`config.mk`:
```
export PLATFORM = sky130hd
export DESIGN_NAME = ibram_fetch
export DESIGN_NICKNAME = d
export VERILOG_FILES = /design/src/rtl/ibram_fetch.sv
export SDC_FILE = /design/constraint.sdc
export NUM_CORES = 1
export LEC_CHECK = 0
export BUFFER_PORTS_ARGS = -buffer_cell sky130_fd_sc_hd__buf_2
export CAP_MARGIN = 10
export CORE_MARGIN = 3
export CORE_UTILIZATION = 40
export DETAILED_ROUTE_END_ITERATION = 8
export PLACE_DENSITY = 0.71
export RECOVER_POWER = 25
export SYNTH_ARGS = -nofsm -noshare
export SYNTH_HDL_FRONTEND = slang
export SYNTH_SLANG_ARGS = --single-unit
export TNS_END_PERCENT = 50
```
`constraint.sdc`:
```
create_clock -name clk -period 10.9 [get_ports clk]
set_input_delay 0.545 -clock clk [delete_from_list [all_inputs] [get_ports clk]]
set_output_delay 0.545 -clock clk [all_outputs]
set_load 0.01 [all_outputs]
```
`src/rtl/ibram_fetch.sv`:
```
// Instruction fetch stage in front of the instruction BRAM.
// Issues 64-bit aligned sequential reads and absorbs the 1-cycle RAM latency.
// Returned words go to decode as 2-slot packets through a 2-entry FIFO.
// A landing read bypasses the FIFO when the FIFO is empty, so a redirect
// reaches decode two cycles after it is taken.
module ibram_fetch #(
    parameter int          SIZE     = 8192,
    parameter logic [31:0] RESET_PC = 32'h0000_0000,
    localparam int         AW       = $clog2(SIZE) - 3
) (
    input  logic          clk,
    input  logic          rst,
    input  logic          fetch_en,
    input  logic          redirect_valid,
    input  logic [31:0]   redirect_pc,
    output logic          rd_en,
    output logic [AW-1:0] rd_addr,
    input  logic [63:0]   rd_data,
    output logic          pkt_valid,
    input  logic          pkt_ready,
    output logic [63:0]   pkt_data,
    output logic [31:0]   pkt_pc,
    output logic [1:0]    pkt_mask
);

    // One buffered packet; pc holds bits [31:3] of the packet address.
    typedef struct packed {
        logic [63:0] data;
        logic [28:0] pc;
        logic [1:0]  mask;
    } pkt_t;

    // fetch_pc[31:3] plus the half-word flag that stands in for fetch_pc[2]
    logic [28:0] pc_q;
    logic        first_half_q;

    // read issued last cycle; its data is on rd_data this cycle
    logic        inflight_q;
    logic [28:0] tag_pc_q;
    logic [1:0]  tag_mask_q;

    // output FIFO
    pkt_t        fifo_q [2];
    logic        rd_ptr_q;
    logic        wr_ptr_q;
    logic [1:0]  occ_q;

    logic        fifo_nempty;
    logic        bypass;
    logic        pop;
    logic        pop_fifo;
    logic        push;
    logic        credit_ok;
    pkt_t        landing;
    pkt_t        head;

    // redirect_pc[1:0] carries no information for an aligned fetch
    logic        unused_pc_bits;
    assign unused_pc_bits = ^redirect_pc[1:0];

    assign fifo_nempty = (occ_q != 2'd0);
    // data landing in a redirect cycle belongs to the old path and is never shown
    assign bypass      = ~fifo_nempty & inflight_q & ~redirect_valid;
    assign pkt_valid   = fifo_nempty | bypass;
    assign pop         = pkt_valid & pkt_ready;
    assign pop_fifo    = pop & fifo_nempty;
    // a landing read goes into the FIFO unless decode took it straight off rd_data
    assign push        = inflight_q & ~(pop & ~fifo_nempty);

    // free slots = 2 - occ - inflight + pop; every issued read owns one slot
    assign credit_ok = ({1'b0, occ_q} + {2'b00, inflight_q}) < (3'd2 + {2'b00, pop});
    assign rd_en     = fetch_en & ~redirect_valid & ~rst & credit_ok;
    assign rd_addr   = pc_q[AW-1:0];

    assign landing = '{data: rd_data, pc: tag_pc_q, mask: tag_mask_q};
    assign head    = fifo_nempty ? fifo_q[rd_ptr_q] : landing;

    // present the head packet, zeros when nothing is valid
    always_comb begin
        pkt_data = '0;
        pkt_pc   = '0;
        pkt_mask = '0;
        if (pkt_valid) begin
            pkt_data = head.data;
            pkt_pc   = {head.pc, 3'b000};
            pkt_mask = head.mask;
        end
    end

    // fetch PC, in-flight tracking and FIFO bookkeeping
    always_ff @(posedge clk) begin
        if (rst) begin
            pc_q         <= RESET_PC[31:3];
            first_half_q <= RESET_PC[2];
            inflight_q   <= 1'b0;
            tag_pc_q     <= '0;
            tag_mask_q   <= '0;
            rd_ptr_q     <= 1'b0;
            wr_ptr_q     <= 1'b0;
            occ_q        <= 2'd0;
        end else if (redirect_valid) begin
            pc_q         <= redirect_pc[31:3];
            first_half_q <= redirect_pc[2];
            inflight_q   <= 1'b0;
            rd_ptr_q     <= 1'b0;
            wr_ptr_q     <= 1'b0;
            occ_q        <= 2'd0;
        end else begin
            inflight_q <= rd_en;
            if (rd_en) begin
                tag_pc_q     <= pc_q;
                tag_mask_q   <= first_half_q ? 2'b10 : 2'b11;
                pc_q         <= pc_q + 29'd1;
                first_half_q <= 1'b0;
            end
            wr_ptr_q <= wr_ptr_q + push;
            rd_ptr_q <= rd_ptr_q + pop_fifo;
            occ_q    <= occ_q + {1'b0, push} - {1'b0, pop_fifo};
        end
    end

    // FIFO storage; contents are meaningless unless covered by occ
    always_ff @(posedge clk) begin
        if (push & ~rst & ~redirect_valid)
            fifo_q[wr_ptr_q] <= landing;
    end

endmodule
```
==> impl_summary.log, run 1 <==
INFO  metric status = finished clean
INFO  metric portBuffers = 205
INFO  metric post_cts_hold_buffer_count = 0
INFO  metric clock_sink_count = 256
INFO  metric initial_cell_density_of_the_core = 41.0%
INFO  metric insertedDiodeCount = 0
INFO  metric period_minus_slack = 3.98 ns
INFO  metric grt_pass1_wl = 40000 um
INFO  metric area_occupied_by_multi_input_gates = 0.00374 mm^2
INFO  metric drt-wirelength-per-cell = 17.0 um
INFO  metric worst_ep_arrival_time = 3.43 ns
INFO  metric cts_root_buf = sky130_fd_sc_hd__clkbuf_16
INFO  metric max_cap_violations = 0
INFO  metric min_delay_worst_endpoint = fifo_q[1][41]$_DFFE_PP_
INFO  metric cts_max_path_buffers = 3
INFO  metric vias_per_cell = 5.25
INFO  metric synth_ff_type = sky130_fd_sc_hd__edfxtp_1
INFO  metric post_cts.repair.setup_buffers = 0
INFO  metric setup-tns-final = 0 ns
INFO  metric drt_pre_antenna_iters = 4
INFO  metric place.detailed.instances = 1437
INFO  metric layout_common_cells = sky130_fd_sc_hd__edfxtp_1, sky130_fd_sc_hd__buf_2, sky130_fd_sc_hd__nor2_1
INFO  metric r2r_slack = 8.02 ns
INFO  metric detail_route.drc_violations = 0
INFO  metric layout_commonest_cell = sky130_fd_sc_hd__edfxtp_1
INFO  metric postSynthRegisterBits = 256
INFO  metric muxShareOfSynthArea = 8.82%
INFO  metric tritoncts = built
INFO  metric regArea = 0.00703 mm^2
INFO  metric worst_slew_margin_rel = 26.0%
INFO  metric timing_worst_slew_pin_value = 1.11 ns
INFO  metric placement.cell_area = 0.0124 mm^2
INFO  metric rsz0062_at_grt = false
INFO  metric power_leakage = 4.47 nW
INFO  metric row_count = 60
INFO  metric hpwlAfterDp = 16200 um
INFO  metric initial_drc_count = 525
INFO  metric wirelength = 25300 um
INFO  metric htreeDepth = 1
INFO  metric tritoncts.num_buffers = 27
INFO  metric clkLatencyLatePin = 0.52 ns
INFO  metric pin_count = 211
INFO  metric min_path_type = in -> reg
INFO  metric synth_edf_count = 190
INFO  metric worst-r2r-cell-count = 10
INFO  metric synth_compound_gate_area_share = 12.2%
INFO  metric fillers = 2505
INFO  metric first_global_vias = 7434
INFO  metric r2r-start = occ_q[1]$_SDFF_PP0_
INFO  metric finalWeightedCongestion = 0.804
INFO  metric post_route_core_utilization = 48.5%
INFO  metric synth_top_area_cell = sky130_fd_sc_hd__edfxtp_1
INFO  metric criticalPathCategory = reg -> out
INFO  metric fin_worst_hold_slack = 0.262 ns
INFO  metric critPathRequiredTime = 10.36 ns
INFO  metric timing.fmax = 0.251 GHz
INFO  metric post_synthesis_sequential_area_ratio = 63.0%
INFO  metric synthDominantCellAreaShare = 51.2%
INFO  metric synth-xor-area-share = 1.49%
INFO  metric synthSimpleGateAreaFrac = 10.2%
INFO  metric yosys-top-cells-area = sky130_fd_sc_hd__edfxtp_1, sky130_fd_sc_hd__dfxtp_1, sky130_fd_sc_hd__mux2i_1
INFO  metric layout.cells.non_filler = 1487
INFO  metric worst_setup_path_start_kind = flop
INFO  metric irDropWorstVdd = 0.0874 mV
INFO  metric fin_nets = 1201
INFO  metric worstPathMaxFanout = 116
INFO  metric synth_async_sr_flop_share = 0%
INFO  metric via_count = 7812
INFO  metric post_cts.resized_instances = 0
INFO  metric worstReg2RegEnd = occ_q[1]$_SDFF_PP0_
INFO  metric synth_adder_area_share = 0.561%
INFO  metric finalSetupViolations = 0
INFO  metric cp-end-kind = primary output
INFO  metric grt_max_degree = 117
INFO  metric syn2layout_area_growth = 18.2%
INFO  metric globalRoute.totalOverflow = 0
INFO  metric grtUsageTotal = 16.1%
INFO  metric core_region_area = 0.0272 mm^2
INFO  metric clk_pin_slew = 0.07 ns
INFO  metric synth_top_family_by_area = compound AO/OA/AOI/OAI gates
INFO  metric die_height = 173 um
INFO  metric netlist_instances = 927
INFO  metric syn-mean-instance-area = 12.0 um^2
INFO  metric final-hold-violation-count = 0
INFO  metric min_path_cells = 1
INFO  metric fin_crit_sh = 36.5%
INFO  metric post_route_cells_drive_above_1_share = 18.3%
INFO  metric die-width = 173 um
INFO  metric synthDistinctLibCells = 50
INFO  metric final.setup_skew = 0.00668 ns
INFO  metric timing_max_transition_violations_final = 0
INFO  metric min_from = rd_data[10]
INFO  metric die_footprint = 0.0299 mm^2
INFO  metric number_of_antenna_violations_at_the_first_check_in_global_routing = 0
INFO  metric detail-route-antenna-nets = 0
INFO  metric postLayoutCellArea = 0.0132 mm^2
INFO  metric synthesis.area = 0.0111 mm^2
INFO  metric ys_warn_count = 0
INFO  metric cellPowerDensity = 156 mW/mm^2
[critical path: stages, from the launching register on]
cell and delay, ns:
sky130_fd_sc_hd__dfxtp_1 0.41, sky130_fd_sc_hd__or2_4 0.71, sky130_fd_sc_hd__buf_4 0.95, sky130_fd_sc_hd__nor2_1 0.09, sky130_fd_sc_hd__a211oi_1 0.38, sky130_fd_sc_hd__buf_2 0.20
[report_power, final]
group          switching (mW)  internal, mW
logic                  0.0821        0.0465
registers              0.0156          1.06
clock network           0.362         0.490
[final cells by class]
| type | count | share of cell area (%) |
|---|---|---|
| well taps | 372 | 3.53 |
| clock inverters | 11 | 0.465 |
| multi-input cells | 580 | 28.4 |
| inverters | 12 | 0.342 |
| repair buffers | 218 | 8.07 |
| clock buffers | 38 | 5.83 |
| flip-flops and latches | 256 | 53.3 |
[cell usage after synthesis (4+ instances only)]
library cell / number
sky130_fd_sc_hd__a211oi_1: 118
sky130_fd_sc_hd__a21oi_1: 43
sky130_fd_sc_hd__and2_1: 5
sky130_fd_sc_hd__and4_1: 4
sky130_fd_sc_hd__buf_1: 7
sky130_fd_sc_hd__buf_4: 13
sky130_fd_sc_hd__clkbuf_1: 58
sky130_fd_sc_hd__dfxtp_1: 66
sky130_fd_sc_hd__edfxtp_1: 190
sky130_fd_sc_hd__ha_1: 5
sky130_fd_sc_hd__inv_1: 10
sky130_fd_sc_hd__mux2i_1: 96
sky130_fd_sc_hd__nand2_1: 82
sky130_fd_sc_hd__nand3_1: 13
sky130_fd_sc_hd__nand4_1: 5
sky130_fd_sc_hd__nor2_1: 129
sky130_fd_sc_hd__o211ai_1: 5
sky130_fd_sc_hd__o21ai_0: 4
sky130_fd_sc_hd__o311ai_0: 4
sky130_fd_sc_hd__or4_1: 4
sky130_fd_sc_hd__xnor2_1: 16
[registers in the layout (all words and copies together), names as in the netlist]
| register | flops |
|---|---|
| inflight_q | 1 |
| rd_ptr_q | 1 |
| wr_ptr_q | 1 |
| tag_mask_q | 2 |
| occ_q | 2 |
| first_half_q | 1 |
| pc_q | 29 |
| fifo_q | 190 |
| tag_pc_q | 29 |
[how the worst max path moves through the flow]
stage | from | endpoint | slack (ns) | cells past startpoint
final | occ_q[1]$_SDFF_PP0_ | pkt_pc[21] | 6.92 | 5
after global routing | occ_q[1]$_SDFF_PP0_ | pkt_pc[21] | 6.66 | 5
after CTS | occ_q[1]$_SDFF_PP0_ | pkt_pc[21] | 6.86 | 5
after detailed placement | rst | fifo_q[1][30]$_DFFE_PP_ | 7.23 | 7
after global placement | rst | fifo_q[0][20]$_DFFE_PP_ | 7.25 | 7
after floorplan | redirect_valid | fifo_q[0][0]$_DFFE_PP_ | 5.25 | 4
[metrics by stage]
step                      power, mW  setup slack, ns
after floorplan                1.17             5.25
after global placement         1.22             7.25
after detailed placement       1.22             7.23
after CTS                      2.08             6.86
after global routing           2.13             6.66
final                          2.05             6.92
[metal layers]
metal  track usage, %  vias to the layer above  routed length [um]  part of all wire, %
met5                0                        -                   0                    0
li1                 -                     3800                   -                    -
met4             3.89                        0                 480                  1.9
met1             22.7                     3715               11500                   45
met3             3.25                       38                1700                  6.7
met2             25.7                      259               11600                   46
[cells by family after synthesis]
| family | after synthesis |
|---|---|
| XOR/XNOR | 19 |
| other | 1 |
| buffers and inverters | 93 |
| adder cells (fa/ha/maj) | 5 |
| AND/OR/NAND/NOR | 261 |
| flip-flops | 256 |
| multiplexers | 98 |
| AO/OA/AOI/OAI | 194 |
Power figures use the tool's default switching activity.
==> inputs of run 2 (changes only) <==
--- a/config.mk
+++ b/config.mk
@@ -5,12 +5,13 @@
 export SDC_FILE = /design/constraint.sdc
 export NUM_CORES = 1
 export LEC_CHECK = 0
+export ABC_AREA = 1
 export BUFFER_PORTS_ARGS = -buffer_cell sky130_fd_sc_hd__buf_2
 export CAP_MARGIN = 10
 export CORE_MARGIN = 3
 export CORE_UTILIZATION = 40
 export DETAILED_ROUTE_END_ITERATION = 8
-export PLACE_DENSITY = 0.71
+export PLACE_DENSITY = 0.73
 export RECOVER_POWER = 25
 export SYNTH_ARGS = -nofsm -noshare
 export SYNTH_HDL_FRONTEND = slang
==> constraint.sdc (replaced) <==
create_clock -name clk -period 3.65 [get_ports clk]
set_input_delay 0.1825 -clock clk [delete_from_list [all_inputs] [get_ports clk]]
set_output_delay 0.1825 -clock clk [all_outputs]
set_load 0.01 [all_outputs]
==> impl_summary.log, run 2 <==
INFO  metric timing_worst_slew_pin_value = 0.917 ns (-0.193 ns)
INFO  metric grtUsageTotal = 18.7% (+2.7 points)
INFO  metric cts_root_buf = sky130_fd_sc_hd__clkbuf_16
INFO  metric synthesis.area = 0.0113 mm^2 (+1.7%)
INFO  metric layout_commonest_cell = sky130_fd_sc_hd__nand2_1
INFO  metric globalRoute.totalOverflow = 0 (unchanged)
INFO  metric total_power = 6.41 mW (+210%)
INFO  metric min_path_type = in -> reg
INFO  metric die-width = 174 um (+0.81%)
INFO  metric fin_nets = 1538 (+28%)
INFO  metric rsz0062_at_grt = false
INFO  metric placement.cell_area = 0.0126 mm^2 (+1.5%)
INFO  metric post_cts.repair.setup_buffers = 0 (unchanged)
INFO  metric synth_async_sr_flop_share = 0% (unchanged)
INFO  metric criticalPathCategory = reg -> out
INFO  metric tritoncts.num_buffers = 27 (unchanged)
INFO  metric grt_pass1_wl = 47500 um (+19%)
INFO  metric power.internal = 5.00 mW (+210%)
INFO  metric die_height = 174 um (+0.81%)
INFO  metric crit_path_slowest_cell = sky130_fd_sc_hd__inv_2
INFO  metric portBuffers = 205 (unchanged)
INFO  metric netSwitchingFraction = 22.0% (-0.41 points)
INFO  metric core_region_area = 0.0274 mm^2 (+0.83%)
INFO  metric wirelength = 29400 um (+16%)
INFO  metric power_leakage = 5.51 nW (+23%)
INFO  metric synth_adder_area_share = 0.552% (-0.0093 points)
INFO  metric pin_count = 211 (unchanged)
INFO  metric max_flop_register = fifo_q
INFO  metric clk_pin_slew = 0.06 ns (about the same)
INFO  metric syn-mean-instance-area = 9.53 um^2 (-21%)
INFO  metric fin_crit_sh = 79.3%
INFO  metric cellPowerDensity = 451 mW/mm^2 (+190%)
INFO  metric sequentialPowerShare = 50.3% (-1.9 points)
INFO  metric postLayoutCellArea = 0.0142 mm^2 (+7.9%)
INFO  metric setup-tns-final = 0 ns (unchanged)
INFO  metric vias_per_cell = 5.10 (-2.9%)
INFO  metric finalWeightedCongestion = 0.846 (+5.2%)
INFO  metric synthSimpleGateAreaFrac = 17.2% (+7.1 points)
INFO  metric insertedDiodeCount = 0 (unchanged)
INFO  metric syn2layout_area_growth = 25.4%
INFO  metric post_route_cells_drive_above_1_share = 15.1% (-3.2 points)
INFO  metric netlist_instances = 1189 (+28%)
INFO  metric htreeDepth = 1 (unchanged)
INFO  metric layout_common_cells = sky130_fd_sc_hd__nand2_1, sky130_fd_sc_hd__edfxtp_1, sky130_fd_sc_hd__buf_2
INFO  metric r2r_slack = 1.41 ns (-6.61 ns)
INFO  metric path_delay_family = buffers and inverters
INFO  metric first_global_vias = 8990 (+21%)
INFO  metric row_count = 60 (unchanged)
INFO  metric die_footprint = 0.0304 mm^2 (+1.6%)
INFO  metric synth_edf_count = 190 (unchanged)
INFO  metric synth_compound_gate_area_share = 13.7% (+1.5 points)
INFO  metric worstPathMaxFanout = 51 (-56%)
INFO  metric initial_cell_density_of_the_core = 41.4% (+0.35 points)
INFO  metric clkLatencyLatePin = 0.52 ns (about the same)
INFO  metric synthDistinctLibCells = 34 (-32%)
INFO  metric clock_sink_count = 256 (unchanged)
INFO  metric synth_top_area_cell = sky130_fd_sc_hd__edfxtp_1
INFO  metric synthDominantCellAreaShare = 50.3% (-0.85 points)
INFO  metric timing_max_transition_violations_final = 0 (unchanged)
INFO  metric total_switching_power = 1.41 mW (+210%)
INFO  metric synth.most_common_cell = sky130_fd_sc_hd__nand2_1
INFO  metric worst_ep_arrival_time = 2.71 ns (-0.72 ns)
INFO  metric synth_top_family_by_area = simple AND/OR/NAND/NOR gates
INFO  metric final.setup_skew = 0.00934 ns (+0.00267 ns)
INFO  metric largest_registers = fifo_q (190), pc_q (29), tag_pc_q (29)
INFO  metric cp-end-kind = primary output
INFO  metric place.detailed.instances = 1694 (+18%)
INFO  metric drt-wirelength-per-cell = 16.1 um (-5.3%)
INFO  metric initial_drc_count = 890 (+70%)
INFO  metric worst_slew_margin_rel = 38.8% (+13 points)
INFO  metric timing.fmax = 0.345 GHz
INFO  metric muxShareOfSynthArea = 0% (-8.8 points)
INFO  metric power.clock.fraction = 42.4% (+0.9 points)
INFO  metric synth_ff_type = sky130_fd_sc_hd__edfxtp_1
INFO  metric irDropWorstVdd = 0.375 mV (+330%)
INFO  metric via_count = 9305 (+19%)
INFO  metric ys_top_cells_by_count = sky130_fd_sc_hd__nand2_1, sky130_fd_sc_hd__edfxtp_1, sky130_fd_sc_hd__o21ai_0
INFO  metric synth-xor-area-share = 0.695% (-0.80 points)
INFO  metric largest_register_ffs = 190 (unchanged)
INFO  metric status = finished clean
INFO  metric finalSetupViolations = 0 (unchanged)
INFO  metric post_cts.resized_instances = 0 (unchanged)
INFO  metric tritoncts = built
INFO  metric ys_warn_count = 0 (unchanged)
INFO  metric drt_pre_antenna_iters = 5 (+1)
INFO  metric number_of_antenna_violations_at_the_first_check_in_global_routing = 1 (+1)
INFO  metric worst_setup_path_start_kind = flop
INFO  metric cpPeakStageDelay = 0.75 ns (-0.20 ns)
INFO  metric yosys-top-cells-area = sky130_fd_sc_hd__edfxtp_1, sky130_fd_sc_hd__nand2_1, sky130_fd_sc_hd__dfxtp_1
INFO  metric cts_max_path_buffers = 3 (unchanged)
INFO  metric series_of_cell_instances_along_the_critical_path = inv_2 > buf_12 > nand2_1 > a31oi_1 > buf_2
INFO  metric detail_route.drc_violations = 0 (unchanged)
INFO  metric post_synthesis_sequential_area_ratio = 62.0% (-1.0 points)
INFO  metric period_minus_slack = 2.90 ns
INFO  metric detail-route-antenna-nets = 0 (unchanged)
INFO  metric critPathRequiredTime = 3.47 ns (-6.89 ns)
INFO  metric layout.cells.non_filler = 1824 (+23%)
INFO  metric worstPathBufferInverterCount = 3 (+1)
INFO  metric hpwlAfterDp = 17800 um (+9.9%)
INFO  metric combPwrFrac = 7.3% (+1.0 points)
INFO  metric max_cap_violations = 0 (unchanged)
INFO  metric postSynthRegisterBits = 256 (unchanged)
INFO  metric grt_max_degree = 96 (-18%)
INFO  metric final-hold-violation-count = 0 (unchanged)
[run 2: cell count changes in the layout (fill, tap and decap cells not counted), moves of 46 or more]
cell / previous run / this run
sky130_fd_sc_hd__a211oi_1: 118 / 0
sky130_fd_sc_hd__dlygate4sd3_1: 0 / 81
sky130_fd_sc_hd__o21ai_0: 4 / 131
sky130_fd_sc_hd__nor2_1: 126 / 74
sky130_fd_sc_hd__a31oi_1: 3 / 96
sky130_fd_sc_hd__mux2i_1: 96 / 0
sky130_fd_sc_hd__inv_1: 10 / 56
sky130_fd_sc_hd__nand2_1: 82 / 353
[run 2: worst min-delay path, cell delays in order]
cell	delay [ns]
sky130_fd_sc_hd__buf_2	0.08
sky130_fd_sc_hd__nand2_1	0.07
sky130_fd_sc_hd__nand2_1	0.07
sky130_fd_sc_hd__nor2_1	0.04
sky130_fd_sc_hd__nor2_1	0.07
[run 2: area by class of cell]
cell class              count  area [um^2]
fillers                  2418        13200
flip-flops and latches    256         7030
multi-input cells         787         3680
repair buffers            298         1900
clock buffers              35          736
well taps                 372          465
inverters                  62          240
clock inverters            14          159
[run 2: path summary, 6_finish.rpt]
path                                   from                          to  cells past startpoint
setup reg to reg        occ_q[1]$_SDFF_PP0_       pc_q[23]$_SDFFE_PP0P_                     10
hold / removal              redirect_pc[17]       pc_q[14]$_SDFFE_PP0P_                      5
hold reg to reg   first_half_q$_SDFFE_PP0P_  tag_mask_q[0]$_SDFFE_PP0P_                      1
setup / recovery        rd_ptr_q$_SDFF_PP0_                pkt_data[37]                      5
[run 2: kinds of logic (layout without fill, tap and decap cells)]
family | after synthesis | in the layout
simple gates | 490 | 490
compound gates | 280 | 280
flops | 256 | 256
buf+inv | 148 | 409
xor+xnor | 9 | 9
fa+ha+maj | 5 | 5
other cells | 1 | 3
[run 2: stage by stage]
stage / setup slack [ns] / hold slack, ns / utilization, %
after floorplan: 0.0628 / 0.281 / -
after global placement: 1.11 / 0.382 / 45.9
after detailed placement: 1.08 / 0.389 / 45.9
after CTS: 0.641 / 0.00199 / 52.2
after global routing: 0.535 / 0.0436 / 51.9
final: 0.755 / 0.0241 / 51.9
[run 2: power groups by stage]
| stage | Clock, mW | Combinational, mW | Sequential, mW |
|---|---|---|---|
| global placement | 0 | 0.390 | 3.28 |
| finish | 2.72 | 0.465 | 3.22 |
| CTS | 2.78 | 0.469 | 3.22 |
| detailed placement | 0 | 0.400 | 3.29 |
| floorplan | 0 | 0.243 | 3.27 |
| global route | 2.91 | 0.519 | 3.23 |
[run 2: what timing repair did]
item,in CTS,in global routing
hold endpoints to repair,144,0
hold buffers,81,0
setup endpoints to repair,0,0
[run 2: per-layer routing]
metal,GRT usage (%),routed length (um),part of all wire (%),vias to the layer above
met5,0,13,0.044,-
met1,25.7,13100,44,4384
met2,31.6,14000,48,306
met3,3.52,1900,6.5,31
met4,3.22,433,1.5,2
li1,-,-,-,4582
==> inputs of run 3 (changes only) <==
==> constraint.sdc (replaced) <==
create_clock -name clk -period 2.4 [get_ports clk]
set_input_delay 0.12 -clock clk [delete_from_list [all_inputs] [get_ports clk]]
set_output_delay 0.12 -clock clk [all_outputs]
set_load 0.01 [all_outputs]
==> impl_summary.log, run 3 (synthesis results as in run 2) <==
INFO  metric status = finished clean
INFO  metric cpPeakStageDelay = 0.33 ns (-0.42 ns)
INFO  metric first_global_vias = 9120 (+1.4%)
INFO  metric finalSetupViolations = 0 (unchanged)
INFO  metric layout_commonest_cell = sky130_fd_sc_hd__nand2_1
INFO  metric largest_registers = fifo_q (190), pc_q (29), tag_pc_q (29)
INFO  metric grt_max_degree = 98 (+2.1%)
INFO  metric tritoncts = built
INFO  metric initial_cell_density_of_the_core = 41.4% (unchanged)
INFO  metric initial_drc_count = 801 (-10%)
INFO  metric cts_max_path_buffers = 3 (unchanged)
INFO  metric cts_root_buf = sky130_fd_sc_hd__clkbuf_16
INFO  metric fin_crit_sh = 94.8%
INFO  metric cellPowerDensity = 661 mW/mm^2 (+47%)
INFO  metric htreeDepth = 1 (unchanged)
INFO  metric core_region_area = 0.0274 mm^2 (unchanged)
INFO  metric irDropWorstVdd = 0.460 mV (+23%)
INFO  metric cp-end-kind = primary output
INFO  metric met2RoutedLength = 14400 um (+3.1%)
INFO  metric tritoncts.num_buffers = 27 (unchanged)
INFO  metric layout.cells.non_filler = 1852 (+1.5%)
INFO  metric via_count = 9568 (+2.8%)
INFO  metric clock_sink_count = 256 (unchanged)
INFO  metric portBuffers = 205 (unchanged)
INFO  metric worstPathMaxFanout = 48 (-5.9%)
INFO  metric detail_route.wirelength.met1 = 13000 um (-0.19%)
INFO  metric max_flop_register = fifo_q
INFO  metric post_cts.repair.setup_buffers = 0 (unchanged)
INFO  metric layout_common_cells = sky130_fd_sc_hd__nand2_1, sky130_fd_sc_hd__edfxtp_1, sky130_fd_sc_hd__buf_2
INFO  metric final.setup_skew = 0.0140 ns (+0.00463 ns)
INFO  metric syn2layout_area_growth = 28.4%
INFO  metric vias_per_cell = 5.17 (+1.3%)
INFO  metric wirelength = 30200 um (+2.9%)
INFO  metric place.detailed.instances = 1704 (+0.59%)
INFO  metric pin_count = 211 (unchanged)
INFO  metric worst_ep_arrival_time = 2.16 ns (-0.55 ns)
INFO  metric row_count = 60 (unchanged)
INFO  metric routed-wl-met3 = 2140 um (+13%)
INFO  metric timing.fmax = 0.439 GHz
INFO  metric path_delay_family = buffers and inverters
INFO  metric period_minus_slack = 2.28 ns
INFO  metric criticalPathCategory = reg -> out
INFO  metric clk_pin_slew = 0.06 ns (about the same)
INFO  metric die_footprint = 0.0304 mm^2 (unchanged)
INFO  metric setup-tns-final = 0 ns (unchanged)
INFO  metric power_leakage = 5.65 nW (+2.4%)
INFO  metric grtUsageTotal = 19.0% (+0.30 points)
INFO  metric worstPathBufferInverterCount = 2 (-1)
INFO  metric series_of_cell_instances_along_the_critical_path = ha_1 > ha_1 > nor2_4 > nand2_2 > a21oi_4 > buf_12 > buf_2
INFO  metric r2r_slack = 0.54 ns (-0.87 ns)
INFO  metric post_route_cells_drive_above_1_share = 15.3% (+0.26 points)
INFO  metric insertedDiodeCount = 0 (unchanged)
INFO  metric number_of_antenna_violations_at_the_first_check_in_global_routing = 1 (unchanged)
INFO  metric globalRoute.totalOverflow = 0 (unchanged)
INFO  metric drt-wirelength-per-cell = 16.3 um (+1.4%)
INFO  metric fillers = 2393 (-1.0%)
INFO  metric die_height = 174 um (unchanged)
INFO  metric drt_pre_antenna_iters = 5 (unchanged)
INFO  metric crit_path_slowest_cell = sky130_fd_sc_hd__dfxtp_1
INFO  metric max_cap_violations = 0 (unchanged)
INFO  metric total_power = 9.62 mW (+50%)
INFO  metric min_path_type = in -> reg
INFO  metric hpwlAfterDp = 18700 um (+4.8%)
INFO  metric worst_path_most_repeated_cell = sky130_fd_sc_hd__ha_1
INFO  metric critPathRequiredTime = 2.28 ns (-1.19 ns)
INFO  metric die-width = 174 um (unchanged)
INFO  metric clkLatencyLatePin = 0.53 ns (about the same)
INFO  metric largest_register_ffs = 190 (unchanged)
INFO  metric timing_max_transition_violations_final = 0 (unchanged)
INFO  metric detail_route.drc_violations = 0 (unchanged)
INFO  metric grt_pass1_wl = 47900 um (+0.75%)
INFO  metric detail-route-antenna-nets = 0 (unchanged)
INFO  metric top_signal_layer_used = met5
INFO  metric worst_setup_path_start_kind = flop
INFO  metric finalWeightedCongestion = 0.871 (+3.0%)
INFO  metric final-hold-violation-count = 0 (unchanged)
INFO  metric rsz0062_at_grt = false
INFO  metric fin_nets = 1567 (+1.9%)
run 3: final timing paths:
path / depth (start not counted) / end / start
max: 7 / rd_en / inflight_q$_SDFF_PP0_
min: 4 / occ_q[0]$_SDFF_PP0_ / redirect_valid
max reg2reg: 8 / pc_q[7]$_SDFFE_PP0P_ / inflight_q$_SDFF_PP0_
min reg2reg: 1 / tag_mask_q[0]$_SDFFE_PP0P_ / first_half_q$_SDFFE_PP0P_
run 3: area by class of cell:
cell class	count	area (um^2)	area share, %
Clock buffer	35	726	4.98
Clock inverter	13	121	0.834
Inverter	62	265	1.82
Multi-Input combinational cell	787	3680	25.3
Sequential cell	256	7030	48.3
Tap cell	372	465	3.20
Timing Repair Buffer	327	2260	15.5
run 3: timing repair:
item,CTS,global route
endpoints found under the setup margin,1,4
hold endpoints to repair,161,0
gates resized for setup,1,5
hold buffers,99,0
cloned,0,1
run 3: layer usage:
metal  GRT usage, %  up-vias
li1               -     4650
met1           25.2     4505
met2           32.6      361
met3           3.39       50
met4           4.62        2
met5              0        -
run 3: power breakdown:
part,internal [mW],switching (mW)
registers,4.82,0.0765
clock network,2.34,1.62
logic,0.328,0.433
total,7.49,2.13
run 3: worst register-to-register path: stages (launching register included):
cell                       delay [ns]
sky130_fd_sc_hd__dfxtp_1         0.33
sky130_fd_sc_hd__ha_1            0.21
sky130_fd_sc_hd__ha_1            0.21
sky130_fd_sc_hd__nor2_4          0.11
sky130_fd_sc_hd__nand2_2         0.09
sky130_fd_sc_hd__a21oi_4         0.26
sky130_fd_sc_hd__buf_4           0.30
sky130_fd_sc_hd__a21boi_0        0.16
sky130_fd_sc_hd__a21oi_1         0.15
run 3: through the flow:
stage               area [um^2]  hold slack (ns)  setup WS [ns]  utilization, %
finish                    14600           0.0273          0.124            53.1
CTS                       14600          0.00200         0.0680            53.2
global route              14600           0.0169        0.00255            53.1
detailed placement        12700            0.323          0.556            46.5
floorplan                 11400            0.219         -0.945               -
global placement          12700            0.319          0.581            46.5
